<file path="src/rtl/bcd_display_scanner.sv">
// rtl/bcd_display_scanner.sv - time-multiplexed seven-segment scanner for packed BCD counts
module bcd_display_scanner #(
  parameter int NUM_DIGITS         = 2,
  parameter int REFRESH_DIV        = 100_000,
  parameter int BLANK_CYCLES       = 1_000,
  parameter int LEADING_ZERO_BLANK = 1
) (
  input  logic                    clk,
  input  logic                    rst,
  input  logic [4*NUM_DIGITS-1:0] number,
  input  logic                    enable,
  output logic [6:0]              seg,
  output logic [NUM_DIGITS-1:0]   digit_sel,
  output logic                    frame_done
);

  localparam int CW = (REFRESH_DIV > 1) ? $clog2(REFRESH_DIV) : 1;
  localparam int IW = (NUM_DIGITS > 1) ? $clog2(NUM_DIGITS) : 1;

  localparam logic [CW-1:0] BLANK_LAST = CW'(BLANK_CYCLES - 1);
  localparam logic [CW-1:0] SHOW_LAST  = CW'(REFRESH_DIV - BLANK_CYCLES - 1);
  localparam logic [IW-1:0] IDX_LAST   = IW'(NUM_DIGITS - 1);

  typedef enum logic [1:0] {
    IDLE  = 2'd0,
    BLANK = 2'd1,
    SHOW  = 2'd2
  } state_t;

  state_t                  state, state_n;
  logic [IW-1:0]           idx, idx_n;
  logic [CW-1:0]           cnt, cnt_n;
  logic [4*NUM_DIGITS-1:0] shadow, shadow_n;

  logic [3:0]              cur_nib;
  logic [NUM_DIGITS-1:0]   upper_zero;
  logic                    lz_blank;

  function automatic logic [6:0] decode(input logic [3:0] nib);
    case (nib)
      4'd0:    decode = 7'h3F;
      4'd1:    decode = 7'h06;
      4'd2:    decode = 7'h5B;
      4'd3:    decode = 7'h4F;
      4'd4:    decode = 7'h66;
      4'd5:    decode = 7'h6D;
      4'd6:    decode = 7'h7D;
      4'd7:    decode = 7'h07;
      4'd8:    decode = 7'h7F;
      4'd9:    decode = 7'h6F;
      default: decode = 7'h40;
    endcase
  endfunction

  // State, slot counter, digit index and frame shadow registers
  always_ff @(posedge clk or posedge rst) begin
    if (rst) begin
      state  <= IDLE;
      idx    <= '0;
      cnt    <= '0;
      shadow <= '0;
    end else begin
      state  <= state_n;
      idx    <= idx_n;
      cnt    <= cnt_n;
      shadow <= shadow_n;
    end
  end

  // Next-state: slot timing, digit advance and once-per-frame shadow reload
  always_comb begin
    state_n  = state;
    idx_n    = idx;
    cnt_n    = cnt;
    shadow_n = shadow;
    case (state)
      IDLE: begin
        if (enable) begin
          shadow_n = number;
          idx_n    = '0;
          cnt_n    = '0;
          state_n  = BLANK;
        end
      end
      BLANK: begin
        if (!enable) begin
          idx_n   = '0;
          cnt_n   = '0;
          state_n = IDLE;
        end else if (cnt == BLANK_LAST) begin
          cnt_n   = '0;
          state_n = SHOW;
        end else begin
          cnt_n = cnt + 1'b1;
        end
      end
      SHOW: begin
        if (!enable) begin
          idx_n   = '0;
          cnt_n   = '0;
          state_n = IDLE;
        end else if (cnt == SHOW_LAST) begin
          cnt_n   = '0;
          state_n = BLANK;
          if (idx == IDX_LAST) begin
            idx_n    = '0;
            shadow_n = number;
          end else begin
            idx_n = idx + 1'b1;
          end
        end else begin
          cnt_n = cnt + 1'b1;
        end
      end
      default: begin
        idx_n   = '0;
        cnt_n   = '0;
        state_n = IDLE;
      end
    endcase
  end

  // Per-digit flag: this nibble and every more significant nibble are zero
  always_comb begin
    logic run;
    run        = 1'b1;
    upper_zero = '0;
    for (int i = NUM_DIGITS - 1; i >= 0; i--) begin
      run           = run & (shadow[4*i +: 4] == 4'd0);
      upper_zero[i] = run;
    end
  end

  // Outputs decoded purely from registered state and shadow
  always_comb begin
    cur_nib    = shadow[{idx, 2'b00} +: 4];
    lz_blank   = (LEADING_ZERO_BLANK != 0) && (idx != '0) && upper_zero[idx];
    seg        = '0;
    digit_sel  = '0;
    frame_done = 1'b0;
    if (state != IDLE && !lz_blank) begin
      seg = decode(cur_nib);
    end
    for (int i = 0; i < NUM_DIGITS; i++) begin
      digit_sel[i] = (state == SHOW) && (idx == IW'(i));
    end
    frame_done = (state == SHOW) && (idx == IDX_LAST) && (cnt == SHOW_LAST);
  end

endmodule

</file>
<file path="config.mk">
export PLATFORM = sky130hd
export DESIGN_NAME = bcd_display_scanner
export DESIGN_NICKNAME = d
export VERILOG_FILES = /design/src/rtl/bcd_display_scanner.sv
export SDC_FILE = /design/constraint.sdc
export NUM_CORES = 1
export LEC_CHECK = 0
export ABC_AREA = 0
export CORE_MARGIN = 10
export CORE_UTILIZATION = 55
export CTS_BUF_LIST = sky130_fd_sc_hd__clkbuf_8
export DETAILED_ROUTE_END_ITERATION = 16
export GPL_ROUTABILITY_DRIVEN = 0
export GPL_TIMING_DRIVEN = 0
export PLACE_DENSITY = 0.78
export SLEW_MARGIN = 20
export SYNTH_ARGS = -nofsm -noshare
export SYNTH_HDL_FRONTEND = slang
export SYNTH_SLANG_ARGS = --single-unit
</file>
<file path="constraint.sdc">
create_clock -name clk -period 3.55 [get_ports clk]
set_input_delay 1.065 -clock clk [delete_from_list [all_inputs] [get_ports clk]]
set_output_delay 1.065 -clock clk [all_outputs]
set_load 0.01 [all_outputs]
</file>
# After elaboration in Yosys (flattened, before gate mapping)
# Memories as Yosys holds them, arrays and structs flattened.
# Index checks and enable logic that the tools add are counted.
# op_classes
n_addsub,2
n_lt_le_gt_ge,1
n_eq_ne,11
shift,1
n_mux,26
bitwise,2
n_reduce_logical,14
# ops
cell,n
17-bit 2-to-1 mux,5
17-bit one-hot mux with 3 select lines,1
8-bit 2-to-1 mux,4
17-bit by 1-bit adder with 17-bit output (second input constant),1
17-bit by 10-bit == test with 1-bit output (second input constant),1
17-bit == test (second input constant),1
8-bit one-hot mux with 2 select lines,1
2-bit 2-to-1 mux,5
2-bit inequality test (second input constant),5
4-bit logical NOT,2
8-bit by 4-bit variable part select with 4-bit output,1
1-bit 2-to-1 mux,7
7-bit 2-to-1 mux,1
3-bit inequality test (second input constant),2
2-bit one-hot mux with 3 select lines,1
3-bit AND reduction,2
1-bit logical AND,5
5-bit AND reduction,1
2-bit nonzero test,2
1-bit one-hot mux with 3 select lines,1
2-bit by 1-bit == test with 1-bit output (second input constant),1
2-bit == test (second input constant),1
2-bit logical NOT,1
1-bit by 2-bit less-than comparator with 1-bit output (second input constant),1
other kinds (4),4
# word_totals
reg_bits,28
romBits,112
inputBits,11
out_inout_bits,10
wordCells,62
n_memories,1
# mem_list
memory,depth,width,rd,rd_ports_with_merged_regs,write_ports,line,source
(no name shown),16,7,1,0,0,40,case (nib)

# Longest topological paths before layout
# Gate-level depths: netlist of run 1.
# depth
word_depth,8
depth_mapped,7
depth_no_buf,6

# Worst setup path before layout of run 1
# Ideal clock, no wire load.
# synth_path
path_type,flip-flop to output port
startpoint,reg cnt[11]
endpoint,out frame_done
t_arrival_ps,1900
required_time_ps,2485
setup_slack_ps,585
path_stages_with_launch,5
cell_sequence,dfrtp_1 or4_4 nor4_2 and2_1 buf_2
# synth_between
elab_chain_len,2
# synth_lines
element,line,source
from (decl),32,"logic [CW-1:0] cnt, cnt_n;"
from (signal assigned),65,cnt <= cnt_n;
17-bit == test,147,frame_done = (state == SHOW) && (idx == IDX_LAST) && (cnt == SHOW_LAST);
1-bit logical AND,147,
to (decl),14,output logic frame_done
# Every way passes these cells.

# Final worst setup path of run 1
# layout_path
startpoint,reg idx
endpoint,out seg[3]
# layout_between
elab_chain_len,6
word_cells_on_any_way,8
# layout_lines
element,line,source
from (decl),31,"logic [IW-1:0] idx, idx_n;"
from (signal assigned),64,idx <= idx_n;
branches (longest 5 deep; another with memory read 16 x 7 bit),n/a,
7-bit 2-to-1 mux (*),141,if (state != IDLE && !lz_blank) begin
to (decl),12,"output logic [6:0] seg,"
# Mark *: on every way between the ends. The select of a mux whose other input is x is not followed.

==> impl_metrics.py, run 1 <==
metrics = {
    "run_status": {
        "status": "finished clean",
    },
    "final_layout": {
        "antenna_cells": 0,
        "area_growth_pct": 22.2,
        "postLayoutCellArea_um2": 2400,
        "final_net_count": 273,
        "nFillCells": 255,
        "layout-drive-gt1-share_pct": 11.1,
    },
    "setup_path": {
        "critical_path_class": "reg -> out",
        "cpMaxStageDelayCell": "clkdlybuf4s50_1",
        "cp-start-kind": "register",
        "cpLargestDelayFamily": "buffers and inverters",
        "cpPeakStageDelay_ns": 0.55,
        "r2r_cells": 5,
        "worstSetupEndpoint": "seg[3]",
        "cp-end-kind": "primary output",
        "timing.rr.start": "cnt[11]$_DFFE_PP0P_",
        "cp_num_buf_inv": 3,
        "cp_max_fo": 8,
        "critPathArrivalTime_ns": 2.26,
        "path_cells": "buf_6 -> mux2i_2 -> inv_1 -> ha_1 -> nand2_1 -> o21ai_0 -> a21oi_1 -> clkdlybuf4s50_1",
        "r2r_setup_slack_ns": 1.18,
        "cp.required_ns": 2.48,
        "reg2reg_to": "cnt[8]$_DFFE_PP0P_",
        "path_depth": 8,
        "critical_path.startpoint": "idx$_DFFE_PP0P_",
    },
    "timing": {
        "finalHoldViolations": 0,
        "timing.fmax_ghz": 0.301,
        "maxSlewViolCount": 0,
        "setup_viol": 0,
        "fin_skew_ns": 0.00527,
        "rsz0062_at_grt": "no",
        "tightest_slew_ns": 0.586,
        "max-slew-margin-rel_pct": 60.9,
        "fin_ws_ns": 0.229,
        "fin_crit_ns": 3.32,
        "period_share_pct": 93.6,
    },
    "synthesis": {
        "syn_nets": 243,
        "yosys_most_used_dff": "dfrtp_1",
        "synth_mux_area_share_pct": 3.69,
        "synthArstFlopShare_pct": 100,
        "ys_warn_count": 0,
        "synth_area_leaders": "dfrtp_1 (36%), ha_1 (5.7%), nand4_1 (4.5%)",
        "synth-edff-count": 0,
        "ys_ff_latch": 28,
        "synth_area_per_cell_um2": 8.81,
        "yosysTopAreaCell": "dfrtp_1",
        "synthCells": 223,
        "yosys.cell_types.count": 46,
        "synth-compound-area-share_pct": 20.6,
        "synth-simple-area-share_pct": 28.1,
        "yosysTopAreaCellShare_pct": 35.6,
        "synth_top_family_by_area": "simple AND/OR/NAND/NOR gates",
        "synth_area_um2": 1970,
        "synth_fa_ha_area_share_pct": 5.73,
        "synthXorXnorAreaFrac_pct": 2.23,
        "seq_area_frac_synth_pct": 35.6,
    },
    "placement": {
        "placed_cell_area_um2": 2220,
        "hpwl_mm": 3.35,
        "dp_slack_ns": -0.233,
        "port_buffers": 20,
    },
    "pwr": {
        "p_int_w": 0.000807,
        "power.density_nw_per_um2": 537,
        "pwr-share-clk_pct": 19.7,
        "combPwrFrac_pct": 46.3,
        "peakVddDrop_uv": 257,
        "power.leakage_nw": 0.969,
        "power_switching_w": 0.000484,
        "pwr-share-seq_pct": 34.1,
        "sw_frac_of_total_pct": 37.5,
    },
    "detailed_routing": {
        "dr.pass1.iters": 4,
        "ant_nets": 0,
        "drt_wl_total_mm": 4.62,
        "drt-vias-per-instance": 6.01,
        "drc": 0,
        "drt_iter0_drc": 183,
        "wire_per_inst_um": 15.5,
        "dr_total_vias": 1791,
    },
    "clock_network": {
        "cts.sinks": 28,
        "cts_tree": "built",
        "clk_path_buf_depth": 2,
        "root_buffer": "clkbuf_8",
        "cts_made_buffers": 3,
        "h-tree-depth": 1,
        "clkTransAtPathRegs_ns": 0.10,
        "insertion_delay_ns": 0.28,
    },
    "grt": {
        "antenna_found_initial": 0,
        "grt_pass1_wl_mm": 7.96,
        "grt_max_degree": 29,
        "grt_pass1_vias": 1725,
        "grt_use_total_pct": 14.8,
        "gr-total-overflow": 0,
    },
    "run": {
        "drv_cap": 0,
    },
    "floorplan": {
        "die_h_um": 79.8,
        "die_w_um": 79.8,
        "die-area_um2": 6360,
        "core_area_um2": 3390,
        "io-pin-count": 21,
        "initial_core_util_pct": 58.0,
        "rows": 21,
    },
    "hold_path": {
        "hp-class": "reg -> reg",
    },
}
## timing repair
action,CTS,global route
resized for setup,4,11
setup endpoints to repair,8,8
hold buffers,0,0
pin swaps,1,0
buffers inserted,1,4
## cell type report
cell class	count	area, µm²	share of cell area [%]
inverter	9	33.8	1.41
sequential	28	701	29.2
multi-input combinational	177	1230	51.3
buffer	9	52.6	2.19
timing repair buffer	25	255	10.6
clock buffer	3	41.3	1.72
tap	46	57.6	2.40
clock inverter	1	30.0	1.25
## per-layer routing
metal  wire (µm)  up-vias  share of wire, %  GRT usage, %
li1            -      899                 -             -
met1        2030      848                44          18.5
met2        2310       40                50          24.3
met3         240        4               5.2          3.49
met4          39        0              0.84          5.46
met5           0        -                 0             0
## per-stage QoR
step                hold slack [ns]  util, %  power (W)  setup TNS [ns]  instances
finish                        0.564     70.9    0.00129               0        298
global route                  0.603     70.9    0.00139               0        298
CTS                           0.546     68.4    0.00128               0        294
detailed placement            0.533     65.6    0.00102          -0.241        289
global placement              0.513     65.6    0.00101          -0.240        289
floorplan                     0.491        -   0.000816               0        223
## kinds of logic after synthesis
family                   count (synthesis)
adder cells (fa/ha/maj)                  9
AO/OA/AOI/OAI                           61
buffers and inverters                   18
XOR/XNOR                                 5
multiplexers                             7
flip-flops                              28
AND/OR/NAND/NOR                         95
## Yosys cell counts, types with 2 or more instances
library cell  instances
o211ai_1              9
nor2_1                9
nand4b_1              2
ha_1                  9
mux2_2                2
nand4_1              14
or3_1                 8
clkbuf_1              5
xor2_1                5
and2_1                8
a31oi_1              11
a21oi_1              15
a22o_1                2
buf_2                 2
or4_4                 2
nand2_1              20
nand3_1               7
and3_1                2
dfrtp_1              28
nor2b_1              10
o31ai_1               2
mux2i_1               5
o21ai_0              14
and4_1                2
inv_1                 9
## how the worst min path moves through the flow
stage / startpoint / to / slack, ns / cells after the start
floorplan: cnt[1]$_DFFE_PP0P_ / cnt[1]$_DFFE_PP0P_ / 0.49 / 2
global placement: cnt[0]$_DFFE_PP0P_ / cnt[0]$_DFFE_PP0P_ / 0.51 / 1
detailed placement: cnt[0]$_DFFE_PP0P_ / cnt[0]$_DFFE_PP0P_ / 0.53 / 1
CTS: cnt[0]$_DFFE_PP0P_ / cnt[0]$_DFFE_PP0P_ / 0.55 / 1
global route: state[0]$_DFFE_PP0P_ / state[0]$_DFFE_PP0P_ / 0.60 / 1
finish: cnt[1]$_DFFE_PP0P_ / cnt[1]$_DFFE_PP0P_ / 0.56 / 2
## power groups by stage
stage / clock network, W / registers [W] / logic, W
final: 0.000254 / 0.000440 / 0.000597
after global routing: 0.000265 / 0.000448 / 0.000672
after CTS: 0.000259 / 0.000433 / 0.000589
after detailed placement: 0 / 0.000437 / 0.000582
after global placement: 0 / 0.000435 / 0.000575
after floorplan: 0 / 0.000419 / 0.000397
## layout by cell type (no fill, tap or decap), types with 9 or more instances in the layout
cell / Yosys / layout
nor2b_1: 10 / 10
dfrtp_1: 28 / 28
nand2_1: 20 / 20
clkdlybuf4s50_1: 0 / 18
nand4_1: 14 / 14
o211ai_1: 9 / 9
a21oi_1: 15 / 15
a31oi_1: 11 / 11
o21ai_0: 14 / 13
nor2_1: 9 / 9
## registers in the layout, indices dropped and copies added, names as in the netlist
signal,cells
cnt,17
state,2
shadow,8
idx,1
## worst register-to-register path: cells and delay by family, from the launching register on
kind            cells  cell delay, ns
compound gates      3            1.03
buf+inv             1            0.19
flops               1            0.44
simple gates        1            0.59
No activity file was read; power rests on OpenSTA's default activity.
==> inputs of run 2 (changes only) <==
Settings changed: CORE_MARGIN 10 to 5.
==> run 2 against run 1 <==
Combinational power about the same. Routed wire length decreased by 2.7%. Register-to-register slack about the same. Highest routed layer unchanged. Worst setup slack got worse by 0.13 ns. Final area decreased by 2.8%. Sequential power decreased by 2%. Non-clock buffer count decreased by 1. Worst hold slack improved by 0.0069 ns. Cell count decreased by 0.34%.
==> impl_metrics.py, run 2 (same netlist as run 1, synthesis figures left out) <==
metrics = {
    "setup_path": {
        "r2r_setup_slack_ns": 1.18,
        "path_cells": "ha_2 -> nand4bb_1 -> nor4_4 -> and2_1 -> buf_2 -> clkdlybuf4s50_1",
        "timing.rr.start": "cnt[1]$_DFFE_PP0P_",
        "cp-start-kind": "register",
        "cp-end-kind": "primary output",
        "reg2reg_to": "cnt[8]$_DFFE_PP0P_",
        "cp_max_fo": 9,
        "critical_path_class": "reg -> out",
        "cp.required_ns": 2.48,
        "cpMaxStageDelayCell": "clkdlybuf4s50_1",
        "r2r_cells": 7,
        "critPathArrivalTime_ns": 2.39,
        "critical_path.startpoint": "cnt[1]$_DFFE_PP0P_",
        "cpPeakStageDelay_ns": 0.57,
    },
    "pwr": {
        "sw_frac_of_total_pct": 38.5,
        "pwr-share-seq_pct": 35.2,
        "peakVddDrop_uv": 290,
        "combPwrFrac_pct": 48.5,
        "p_int_w": 0.000756,
        "pwr-share-clk_pct": 16.2,
        "power.density_nw_per_um2": 527,
        "power.leakage_nw": 0.914,
        "power_switching_w": 0.000474,
    },
    "timing": {
        "fin_skew_ns": 0.00621,
        "maxSlewViolCount": 0,
        "period_share_pct": 97.3,
        "max-slew-margin-rel_pct": 60.1,
        "finalHoldViolations": 0,
        "whs_ns": 0.571,
        "timing.fmax_ghz": 0.290,
        "setup_viol": 0,
        "tightest_slew_ns": 0.598,
        "fin_ws_ns": 0.0963,
        "fin_crit_ns": 3.45,
    },
    "floorplan": {
        "core_area_um2": 3390,
        "die_h_um": 69.8,
        "initial_core_util_pct": 58.0,
        "io-pin-count": 21,
        "die_w_um": 69.8,
        "rows": 21,
        "die-area_um2": 4870,
    },
    "run": {
        "drv_cap": 0,
    },
    "hold_path": {
        "holdPathStages": 2,
        "hold_end": "shadow[1]$_DFFE_PP0P_",
        "min_from": "shadow[1]$_DFFE_PP0P_",
        "hp-class": "reg -> reg",
    },
    "grt": {
        "grt_pass1_wl_mm": 7.80,
        "gr-total-overflow": 0,
        "grt_pass1_vias": 1761,
        "grt_max_degree": 29,
        "grt_use_total_pct": 18.8,
        "antenna_found_initial": 0,
    },
    "detailed_routing": {
        "dr_total_vias": 1793,
        "ant_nets": 0,
        "drt_iter0_drc": 97,
        "drt_wl_total_mm": 4.50,
        "dr.pass1.iters": 4,
        "drt-vias-per-instance": 6.04,
        "drc": 0,
        "wire_per_inst_um": 15.1,
    },
    "final_layout": {
        "final_cell_mix": "dfrtp_1 (28), nand2_1 (20), clkdlybuf4s50_1 (20), a21oi_1 (15), nand4_1 (14)",
        "layout-drive-gt1-share_pct": 10.8,
        "nFillCells": 279,
        "largest_register_ffs": 17,
        "final_net_count": 272,
        "layout_commonest_cell": "dfrtp_1",
        "area_growth_pct": 18.8,
        "antenna_cells": 0,
        "utilization_pct": 68.9,
        "reg_top3": "cnt x17, shadow x8, state x2",
        "largest_register": "cnt",
    },
    "run_status": {
        "status": "finished clean",
    },
    "clock_network": {
        "root_buffer": "clkbuf_8",
        "clk_path_buf_depth": 2,
        "insertion_delay_ns": 0.28,
        "cts_made_buffers": 3,
        "clkTransAtPathRegs_ns": 0.10,
        "cts_tree": "built",
        "h-tree-depth": 1,
        "cts.sinks": 28,
        "cts_hold_buf": 0,
    },
    "placement": {
        "dp_slack_ns": -0.246,
        "port_buffers": 20,
        "hpwl_mm": 3.22,
    },
}
run 2: cell count changes in the layout (fill, tap and decap cells not counted), sizes merged:
| cell | previous run | this run |
|---|---|---|
| clkbuf | 7 | 8 |
| dlymetal6s2s | 2 | 0 |
| buf | 10 | 9 |
| clkdlybuf4s50 | 18 | 20 |
| bufinv | 1 | 0 |
run 2: power groups by stage:
stage / Combinational (W) / Sequential [W] / Clock (W)
2_1_floorplan: 0.000397 / 0.000419 / 0
3_3_place_gp: 0.000572 / 0.000434 / 0
3_5_place_dp: 0.000578 / 0.000436 / 0
4_1_cts: 0.000583 / 0.000431 / 0.000203
5_1_grt: 0.000662 / 0.000443 / 0.000214
6_report: 0.000597 / 0.000433 / 0.000199
run 2: layer usage:
metal	vias up	routed length [µm]	global-route usage [%]	share of wire (%)
met4	0	47	6.38	1.0
met3	6	188	2.46	4.2
met5	-	0	0	0
li1	894	-	-	-
met2	45	2220	32.8	49
met1	848	2040	23.8	45
run 2: worst max-delay path by stage:
| stage | end | cells after the start | slack [ns] |
|---|---|---|---|
| floorplan | frame_done | 4 | 0.59 |
| global placement | frame_done | 5 | -0.23 |
| detailed placement | frame_done | 5 | -0.25 |
| CTS | seg[3] | 8 | 0.03 |
| global route | frame_done | 6 | -0.01 |
| finish | frame_done | 6 | 0.1 |
run 2: worst max-delay path, delay by kind of cell (launching register included):
family / cells / cell delay, ns
buffers and inverters: 2 / 0.77
and+or+nand+nor: 3 / 0.70
DFF: 1 / 0.41
adders and majority gates: 1 / 0.24
run 2: area by class of cell:
cell class,count,area (µm²),area share [%]
multi-input cells,177,1210,51.8
flip-flops and latches,28,701,30.0
repair buffers,24,230,9.86
well taps,46,57.6,2.47
plain buffers,9,48.8,2.09
inverters,9,33.8,1.45
clock buffers,4,55.1,2.36
run 2: timing repair:
action,4_1_cts,5_1_grt
setup buffers,1,3
resized for setup,4,7
cloned,0,0
setup endpoints to repair,8,8
pin swaps,1,0
hold endpoints to repair,0,0
run 2: stage by stage:
step           cells  setup TNS (ns)  area, µm²  total power [W]
6_report         297               0       2330          0.00123
5_1_grt          297         -0.0131       2330          0.00132
4_1_cts          294               0       2300          0.00122
3_5_place_dp     289          -0.246       2220          0.00101
3_3_place_gp     289          -0.233       2220          0.00101
2_1_floorplan    223               0       1970         0.000816
